File: src/rtl/reg_bank_dump_reader_pkg.sv
// Shared constants and FSM state type for the register-bank dump reader.
package reg_bank_dump_reader_pkg;

  localparam int unsigned NumRegs        = 16;
  localparam int unsigned AddrW          = 4;
  localparam int unsigned DataW          = 32;
  localparam int unsigned DefReadLatency = 1;

  typedef enum logic [2:0] {
    StIdle,
    StIssue,
    StWait,
    StSend0,
    StSend1,
    StDone
  } state_e;

endpackage

File: src/rtl/reg_bank_dump_reader_if.sv
// Bank read port plus output word stream; master is the dump reader, slave is bank + consumer.
interface reg_bank_dump_reader_if;
  import reg_bank_dump_reader_pkg::*;

  logic [AddrW-1:0] rs1;
  logic [AddrW-1:0] rs2;
  logic [DataW-1:0] data1;
  logic [DataW-1:0] data2;
  logic [DataW-1:0] out_data;
  logic [AddrW-1:0] out_idx;
  logic             out_valid;
  logic             out_ready;
  logic             out_last;

  modport master (
    output rs1, rs2, out_data, out_idx, out_valid, out_last,
    input  data1, data2, out_ready
  );

  modport slave (
    input  rs1, rs2, out_data, out_idx, out_valid, out_last,
    output data1, data2, out_ready
  );

endinterface

File: src/rtl/reg_dump_out_stage.sv
// Holds the captured register pair and drives the registered valid/ready output word.
module reg_dump_out_stage
  import reg_bank_dump_reader_pkg::*;
(
  input  logic             clk,
  input  logic             rst_n,
  input  logic             capture_i,
  input  logic [DataW-1:0] data1_i,
  input  logic [DataW-1:0] data2_i,
  input  logic             show_a_i,
  input  logic             show_b_i,
  input  logic [AddrW-1:0] pair_i,
  output logic [DataW-1:0] out_data_o,
  output logic [AddrW-1:0] out_idx_o,
  output logic             out_valid_o,
  output logic             out_last_o
);

  logic [DataW-1:0] hold_a_q, hold_b_q;
  logic [DataW-1:0] out_data_q, out_data_d;
  logic [AddrW-1:0] out_idx_q, out_idx_d;
  logic             out_valid_q;
  logic             out_last_q, out_last_d;

  // Staying in a send state re-selects the same hold register, so a stalled word is stable.
  always_comb begin
    out_data_d = out_data_q;
    out_idx_d  = out_idx_q;
    out_last_d = 1'b0;
    if (show_a_i) begin
      out_data_d = capture_i ? data1_i : hold_a_q;
      out_idx_d  = pair_i;
    end else if (show_b_i) begin
      out_data_d = hold_b_q;
      out_idx_d  = pair_i + AddrW'(1);
      out_last_d = (pair_i == AddrW'(NumRegs - 2));
    end
  end

  always_ff @(posedge clk or posedge rst_n) begin
    if (rst_n) begin
      hold_a_q    <= '0;
      hold_b_q    <= '0;
      out_data_q  <= '0;
      out_idx_q   <= '0;
      out_valid_q <= 1'b0;
      out_last_q  <= 1'b0;
    end else begin
      if (capture_i) begin
        hold_a_q <= data1_i;
        hold_b_q <= data2_i;
      end
      out_data_q  <= out_data_d;
      out_idx_q   <= out_idx_d;
      out_valid_q <= show_a_i | show_b_i;
      out_last_q  <= out_last_d;
    end
  end

  assign out_data_o  = out_data_q;
  assign out_idx_o   = out_idx_q;
  assign out_valid_o = out_valid_q;
  assign out_last_o  = out_last_q;

endmodule

File: src/rtl/reg_bank_dump_reader.sv
// Walks the register bank in even/odd pairs through both read ports and streams
// every register out as an indexed word.
module reg_bank_dump_reader
  import reg_bank_dump_reader_pkg::*;
#(
  parameter int unsigned ReadLatency = DefReadLatency
) (
  input  logic                          clk,
  input  logic                          rst_n,
  input  logic                          start_i,
  input  logic                          abort_i,
  reg_bank_dump_reader_if.master        bus_io,
  output logic                          busy_o,
  output logic                          done_o
);

  localparam int unsigned WaitW = (ReadLatency > 1) ? $clog2(ReadLatency) : 1;

  state_e           state_q, state_d;
  logic [AddrW-1:0] pair_q, pair_d;
  logic [WaitW-1:0] wait_q, wait_d;
  logic [AddrW-1:0] rs1_q, rs1_d, rs2_q, rs2_d;
  logic             busy_q, done_q;
  logic             capture;

  always_comb begin
    state_d = state_q;
    pair_d  = pair_q;
    wait_d  = wait_q;
    capture = 1'b0;
    unique case (state_q)
      StIdle: begin
        if (start_i && !abort_i) begin
          state_d = StIssue;
          pair_d  = '0;
        end
      end
      StIssue: begin
        state_d = StWait;
        wait_d  = WaitW'(ReadLatency - 1);
      end
      StWait: begin
        if (wait_q == '0) begin
          capture = 1'b1;
          state_d = StSend0;
        end else begin
          wait_d = wait_q - WaitW'(1);
        end
      end
      StSend0: begin
        if (bus_io.out_ready) state_d = StSend1;
      end
      StSend1: begin
        if (bus_io.out_ready) begin
          if (pair_q == AddrW'(NumRegs - 2)) begin
            state_d = StDone;
          end else begin
            pair_d  = pair_q + AddrW'(2);
            state_d = StIssue;
          end
        end
      end
      StDone:  state_d = StIdle;
      default: state_d = StIdle;
    endcase

    // Abort wins even over a handshake in the same cycle.
    if (abort_i && (state_q != StIdle)) begin
      state_d = StIdle;
      capture = 1'b0;
    end
  end

  // Read addresses only move on entry to ISSUE, so they stay put for the whole pair.
  always_comb begin
    rs1_d = rs1_q;
    rs2_d = rs2_q;
    if (state_d == StIssue) begin
      rs1_d = pair_d;
      rs2_d = pair_d + AddrW'(1);
    end
  end

  always_ff @(posedge clk or posedge rst_n) begin
    if (rst_n) begin
      state_q <= StIdle;
      pair_q  <= '0;
      wait_q  <= '0;
      rs1_q   <= '0;
      rs2_q   <= '0;
      busy_q  <= 1'b0;
      done_q  <= 1'b0;
    end else begin
      state_q <= state_d;
      pair_q  <= pair_d;
      wait_q  <= wait_d;
      rs1_q   <= rs1_d;
      rs2_q   <= rs2_d;
      busy_q  <= (state_d != StIdle);
      done_q  <= (state_d == StDone);
    end
  end

  reg_dump_out_stage u_out_stage (
    .clk        (clk),
    .rst_n      (rst_n),
    .capture_i  (capture),
    .data1_i    (bus_io.data1),
    .data2_i    (bus_io.data2),
    .show_a_i   (state_d == StSend0),
    .show_b_i   (state_d == StSend1),
    .pair_i     (pair_q),
    .out_data_o (bus_io.out_data),
    .out_idx_o  (bus_io.out_idx),
    .out_valid_o(bus_io.out_valid),
    .out_last_o (bus_io.out_last)
  );

  assign bus_io.rs1 = rs1_q;
  assign bus_io.rs2 = rs2_q;
  assign busy_o     = busy_q;
  assign done_o     = done_q;

endmodule

File: src/flat_wrapper.sv
// flat-port wrapper written by rule: the top's interface ports become plain ports
module reg_bank_dump_reader_flat import reg_bank_dump_reader_pkg::*;
#(
  parameter int unsigned ReadLatency = DefReadLatency
)
  (clk, rst_n, start_i, abort_i, busy_o, done_o, bus_io_rs1, bus_io_rs2, bus_io_out_data, bus_io_out_idx, bus_io_out_valid, bus_io_out_last, bus_io_data1, bus_io_data2, bus_io_out_ready);
  reg_bank_dump_reader_if bus_io_i ();
  input  logic clk;
  input  logic rst_n;
  input  logic start_i;
  input  logic abort_i;
  output logic busy_o;
  output logic done_o;
  output wire logic [$bits(bus_io_i.rs1)-1:0] bus_io_rs1;
  output wire logic [$bits(bus_io_i.rs2)-1:0] bus_io_rs2;
  output wire logic [$bits(bus_io_i.out_data)-1:0] bus_io_out_data;
  output wire logic [$bits(bus_io_i.out_idx)-1:0] bus_io_out_idx;
  output wire logic [$bits(bus_io_i.out_valid)-1:0] bus_io_out_valid;
  output wire logic [$bits(bus_io_i.out_last)-1:0] bus_io_out_last;
  input wire logic [$bits(bus_io_i.data1)-1:0] bus_io_data1;
  input wire logic [$bits(bus_io_i.data2)-1:0] bus_io_data2;
  input wire logic [$bits(bus_io_i.out_ready)-1:0] bus_io_out_ready;
  assign bus_io_rs1 = bus_io_i.rs1;
  assign bus_io_rs2 = bus_io_i.rs2;
  assign bus_io_out_data = bus_io_i.out_data;
  assign bus_io_out_idx = bus_io_i.out_idx;
  assign bus_io_out_valid = bus_io_i.out_valid;
  assign bus_io_out_last = bus_io_i.out_last;
  assign bus_io_i.data1 = bus_io_data1;
  assign bus_io_i.data2 = bus_io_data2;
  assign bus_io_i.out_ready = bus_io_out_ready;
  reg_bank_dump_reader #(.ReadLatency(ReadLatency)) u_core (.clk(clk), .rst_n(rst_n), .start_i(start_i), .abort_i(abort_i), .bus_io(bus_io_i), .busy_o(busy_o), .done_o(done_o));
endmodule
File: config.mk
export PLATFORM = sky130hd
export DESIGN_NAME = reg_bank_dump_reader_flat
export DESIGN_NICKNAME = d
export VERILOG_FILES = /design/src/rtl/reg_bank_dump_reader_pkg.sv /design/src/rtl/reg_bank_dump_reader_if.sv /design/src/rtl/reg_dump_out_stage.sv /design/src/rtl/reg_bank_dump_reader.sv /design/src/flat_wrapper.sv
export SDC_FILE = /design/constraint.sdc
export NUM_CORES = 1
export LEC_CHECK = 0
export ABC_AREA = 1
export BUFFER_PORTS_ARGS = -buffer_cell sky130_fd_sc_hd__buf_2
export CAP_MARGIN = 10
export CORE_MARGIN = 2
export CORE_UTILIZATION = 49
export CTS_CLUSTER_SIZE = 25
export DETAILED_ROUTE_END_ITERATION = 16
export GPL_ROUTABILITY_DRIVEN = 0
export PLACE_DENSITY = 0.76
export SYNTH_ARGS = -nofsm -noshare
export SYNTH_HDL_FRONTEND = slang
export SYNTH_SLANG_ARGS = --single-unit
File: constraint.sdc
create_clock -name clk -period 3.2 [get_ports clk]
set_input_delay 0.16 -clock clk [delete_from_list [all_inputs] [get_ports clk]]
set_output_delay 0.16 -clock clk [all_outputs]
set_load 0.01 [all_outputs]
* Word-level counts from Yosys, hierarchy flattened
Index checks and enable logic that the tools add are counted.
** Operators by class
- Add/subtract/negate cells :: 4
- Equal/unequal tests :: 9
- Multiplexer cells :: 23
- Bitwise logic cells :: 1
- Reductions and logical operators :: 8
** Operators with widths (count)
- $mux 32 :: 3
- $mux 4 :: 5
- $mux 3 :: 6
- $pmux 3 s5 :: 1
- $eq 3x2->1 const B :: 3
- $eq 3x3->1 const B :: 3
- $add 4x1->4 const B :: 2
- $pmux 4 s2 :: 1
- $eq 3x1->1 const B :: 2
- $mux 1 :: 6
- $reduce_bool 3->1 :: 2
- $add 4x2->4 const B :: 1
- $eq 4x4->1 const B :: 1
- $reduce_bool 2->1 :: 2
- $logic_not 3->1 :: 1
- $logic_and 1x1->1 :: 2
- $pmux 1 s2 :: 1
- $logic_not 1->1 :: 1
- $or 1x1->1 :: 1
- $sub 1x1->1 const B :: 1
** Word-level totals
- Bits in registers :: 120
- Bits of input ports :: 69
- Output and inout port bits :: 48
- Word-level logic and storage cells :: 58

* Logic depth before layout (Yosys ltp)
- Depth after elaboration :: 8
- Mapped depth :: 11
- Depth with buffers taken out :: 11

* Cells and area by module
A second synthesis with hierarchy kept.
** Second synthesis, totals
- Cell total of the unflattened synthesis :: 553
- Area, all modules :: 5315.1 sq um
** Modules (own cells, without submodules)
- reg_dump_out_stage :: instances 1, cells each 445, area each 4362.9 sq um, seq. area each 2552.4 sq um
- reg_bank_dump_reader :: instances 1, cells each 108, area each 952.2 sq um, seq. area each 425.4 sq um

* Worst setup path after synthesis
OpenSTA, ideal clock, no wires.
- Path kind :: register to register
- From :: reg u_core.pair_q[0]
- To :: reg u_core.u_out_stage.out_idx_q[0], in the netlist u_core.u_out_stage.out_idx_o[0]
- Library setup time :: 0.120 ns
- Arrival time :: 1.516 ns
- Required time :: 3.080 ns
- Setup slack :: 1.563 ns
- Stages on the path, launching flop included :: 12
- Buffers on the path :: 2
- Clock period less this slack :: 1.637 ns
- Cells stage by stage :: dfrtp_1 inv_1 ha_1 nand3_1 nand2_1 nand2_2 a21oi_4 nand2_2 buf_6 buf_6 nand3_1 nand2_1
** On the way
- Longest elaborated chain between the ends :: 7
- Elaborated cells between the ends (all ways) :: 11
- Classes of those cells :: 1 x add/sub; 3 x eq/ne; 6 x mux; 1 x reduce/logical
** RTL lines
- start: declaration :: RTL line reg_bank_dump_reader.sv:20 : logic [AddrW-1:0] pair_q, pair_d;
- start signal: assignment :: RTL line reg_bank_dump_reader.sv:95 : pair_q <= pair_d;
- $eq 4x4->1 * :: RTL line reg_bank_dump_reader.sv:55 : if (pair_q == AddrW'(NumRegs - 2)) begin
- $mux 3 * :: RTL line reg_bank_dump_reader.sv:55
- $mux 3 * :: RTL line reg_bank_dump_reader.sv:54 : if (bus_io.out_ready) begin
- $pmux 3 s5 * :: RTL line reg_bank_dump_reader.sv:31 : unique case (state_q)
- $mux 3 * :: RTL line reg_bank_dump_reader.sv:68 : if (abort_i && (state_q != StIdle)) begin
- via u_core.state_d[2] :: RTL line reg_bank_dump_reader.sv:19 : state_e state_q, state_d;
- $eq 3x2->1 or $eq 3x3->1 (tied branches) :: RTL line reg_bank_dump_reader.sv:110, reg_bank_dump_reader.sv:111
- $mux 4 or $reduce_bool 2->1 (tied branches)
- end signal: assignment :: RTL line reg_dump_out_stage.sv:54 : out_idx_q <= out_idx_d;
- end: declaration :: RTL line reg_dump_out_stage.sv:21 : logic [AddrW-1:0] out_idx_q, out_idx_d;
The timed path passes the listed nets; every way through them passes the cells marked *. The select of a mux whose other input is x is not followed.
A chain may end at the register's enable or synchronous reset.

* Final worst setup path
- From :: reg u_core.state_q[2]
- To :: reg u_core.u_out_stage.out_idx_q[2], in the netlist u_core.u_out_stage.out_idx_o[2]
** On the way
- Longest elaborated chain between the ends :: 5
- Elaborated cells between the ends (all ways) :: 17
- Classes of those cells :: 6 x eq/ne; 7 x mux; 4 x reduce/logical
** RTL lines
- start: declaration :: RTL line reg_bank_dump_reader.sv:19
- start signal: assignment :: RTL line reg_bank_dump_reader.sv:86 : state_q <= StIdle;
- start signal: assignment :: RTL line reg_bank_dump_reader.sv:94 : state_q <= state_d;
- $eq 3x3->1, or another cell as far along :: RTL line reg_bank_dump_reader.sv:31
- $pmux 3 s5 or $logic_and 1x1->1 (tied branches) :: RTL line reg_bank_dump_reader.sv:31, reg_bank_dump_reader.sv:68
- $mux 3 * :: RTL line reg_bank_dump_reader.sv:68
- via u_core.state_d[1] :: RTL line reg_bank_dump_reader.sv:19
- $eq 3x2->1 or $eq 3x3->1 (tied branches) :: RTL line reg_bank_dump_reader.sv:110, reg_bank_dump_reader.sv:111
- $mux 4 or $reduce_bool 2->1 (tied branches)
The timed path passes the listed nets; every way through them passes the cells marked *.

==> run summary <==
Final setup violation count: 0
Clock Sinks: 119
Clock Path Buffers: 2
Initial Util: 0.497
Yosys warnings: 0
Initial antenna violation count: 0
Filler Cell Count: 866
Avg Inst Size Synth: 8.99 µm²
Crit. End Element: flip-flop
Global route total overflow: 0
Max Cap Viol: 0
Async SR Flop Fraction: 1.00
Number of global-route vias before repair: 4640
Power per Cell Area: 864 nW/µm²
Area leader, netlist: dfrtp_1
Largest net degree at the start of global routing: 68
Unrepaired setup endpoints after global routing: no
Hold wc startpoint: bus_io_out_ready
NumNets Final: 843
Post-CTS Setup Repair Bufs: 0
R2R Setup Slk: 1.01 ns
Syn_nets: 664
Antenna viol nets, final: 0
Top-count cell post-synth: nand2_1
Register area share after synthesis: 0.560
Top-area cell type share of the netlist area: 0.560
F_max: 457 MHz
CP max FO: 36
Vias per Instance: 4.94
CORE AREA: 10700 µm²
R2R depth: 8
Via count: 4560
CP Launch Point: u_core.state_q[2]$_DFF_PP0_
Crit path DAT: 2.59 ns
Tot GR Track Use: 0.233
Max Slew Vio Count: 0
Antenna diodes: 0
Post-Syn Instances: 591
Leak Pwr: 3.89 nW
Final period utilization: 0.684
Post-synthesis register bit count: 119
Reg2reg end: u_core.u_out_stage.out_idx_o[2]$_DFFE_PP0P_
Startpoint Class: flip-flop
Relative slew margins: 0.558
Final Total Pwr: 6.24 mW
CTS tree: done
Synthesized area: 5320 µm²
Root buf cell: clkbuf_8
TritonCTS buffer count: 17
Syn-to-layout area delta: 35.7%
Worst vdd ir: 454 µV
Total iterations of the first detailed-routing run: 4
Io pins: 117
Die ar.: 11700 µm²
Kind of critical path: flip-flop to flip-flop
Final Hold Vio Count: 0
RR Startpoint: u_core.state_q[2]$_DFF_PP0_
CTS H-tree lvls: 4
HP Class: input port to flip-flop
Clock Skews: 0.0113 ns
CP Capture Point: u_core.u_out_stage.out_idx_o[2]$_DFFE_PP0P_
Row count: 38
Setup TNS: 0 ns
Share of cells above drive strength 1: 0.259
Detailed-route wire length: 12900 µm
Clock transition at the registers of the reported paths: 0.06 ns
Worst-skew pair later-pin latency: 0.52 ns
HPWL Detailed: 7960 µm
Final min period: 2.19 ns
Worst-Margin Slew: 0.663 ns
First-pass GRT wire length: 21000 µm
Main area contributors after synthesis: dfrtp_1, nand2_1, mux2_2
Die height: 108 µm
Avg WL per Cell: 13.9 µm
IO buf count: 116
Starting DRT DRC Count: 314
Post-synth EDFFs: 0
Most frequent cells after synthesis: nand2_1, dfrtp_1, inv_1, nand3_1, o21ai_0
Residual DRC: 0
Outcome: finished, final reports clean
Required time of the critical path: 3.60 ns
Die width: 108 µm
Top FF cell, synth: dfrtp_1
Cell variety after synth: 28
[critical path, stage by stage, from the launching register on]
cell,delay (ns)
dfrtp_1,0.47
nor2_1,0.29
nand3_2,0.15
inv_2,0.11
nand3_2,0.19
inv_2,0.54
o21ai_0,0.17
nand2_1,0.09
nand2_1,0.06
[stage by stage]
step,instance area (µm²),worst slack [ns],cells,util,hold slack (ns)
2_1_floorplan,5320,1.56,591,-,0.311
3_3_place_gp,5970,1.14,825,0.558,0.242
3_5_place_dp,5970,1.04,825,0.558,0.241
4_1_cts,7210,1.03,923,0.674,0.0695
5_1_grt,7210,0.826,923,0.674,0.0936
6_report,7210,1.01,923,0.674,0.0950
[where the power goes]
part / switching (mW) / total (mW) / internal [mW] / leakage, nW
clock: 0.641 / 1.87 / 1.22 / 0.283
combinational: 1.10 / 1.93 / 0.830 / 2.10
sequential: 0.308 / 2.44 / 2.13 / 1.51
total: 2.05 / 6.24 / 4.19 / 3.89
[layout make-up]
cell class	instances	area, µm²	area share
well taps	140	175	0.0243
flip-flops and latches	119	2980	0.413
clock inverters	8	121	0.0168
inverters	53	203	0.0281
clock buffers	24	460	0.0638
multi-input cells	390	1970	0.273
repair buffers	189	1310	0.181
[cell families after synthesis]
group                      synth area share
DFF                                   0.560
AOI/OAI and AO/OA                    0.0513
adders and majority gates           0.00942
muxes                                0.0678
xor gates and xnor gates            0.00494
buffers and inverters                0.0706
and+or+nand+nor                       0.236
[layout by cell type (no fill, tap or decap), types with 4 or more instances in the layout]
master         count
buf_2            116
buf_4              6
ha_1               4
inv_2              6
mux2_2            32
inv_1             46
nand3_1           47
nand2_1          231
dfrtp_1          119
dlygate4sd3_1     66
o21ai_0           34
nor2_1            10
clkbuf_1           5
clkbuf_16         16
o21ai_1           10
[how the worst min path moves through the flow]
stage                     cells past startpoint                                         end
final                                         3                 u_core.state_q[2]$_DFF_PP0_
after global placement                        2     u_core.u_out_stage.out_last_o$_DFF_PP0_
after floorplan                               1  u_core.u_out_stage.hold_b_q[0]$_DFFE_PP0P_
after CTS                                     3                 u_core.state_q[2]$_DFF_PP0_
after global routing                          3                 u_core.state_q[2]$_DFF_PP0_
after detailed placement                      2     u_core.u_out_stage.out_last_o$_DFF_PP0_
[registers in the layout, indices dropped and copies added (netlist names)]
signal and flops:
u_core.u_out_stage.out_data_o 32, u_core.pair_q 4, u_core.state_q 3, u_core.u_out_stage.hold_a_q 32
u_core.u_out_stage.hold_b_q 32, u_core.u_out_stage.out_idx_o 4, u_core.bus_io.rs2 4, u_core.done_o 1
u_core.bus_io.rs1 4, u_core.u_out_stage.out_valid_o 1, u_core.u_out_stage.out_last_o 1, u_core.busy_o 1
[timing repair]
| item | 4_1_cts | 5_1_grt |
|---|---|---|
| resized for setup | 0 | 0 |
| hold buffers | 66 | 0 |
| endpoints found under the hold margin | 87 | 0 |
[metal layers]
layer | vias to the layer above | GRT usage | part of all wire
met1 | 2175 | 0.275 | 0.42
met5 | - | 0 | 0
li1 | 2218 | - | -
met4 | 0 | 0.0989 | 0.021
met2 | 143 | 0.409 | 0.52
met3 | 24 | 0.0512 | 0.047
Power figures use the tool's default switching activity.
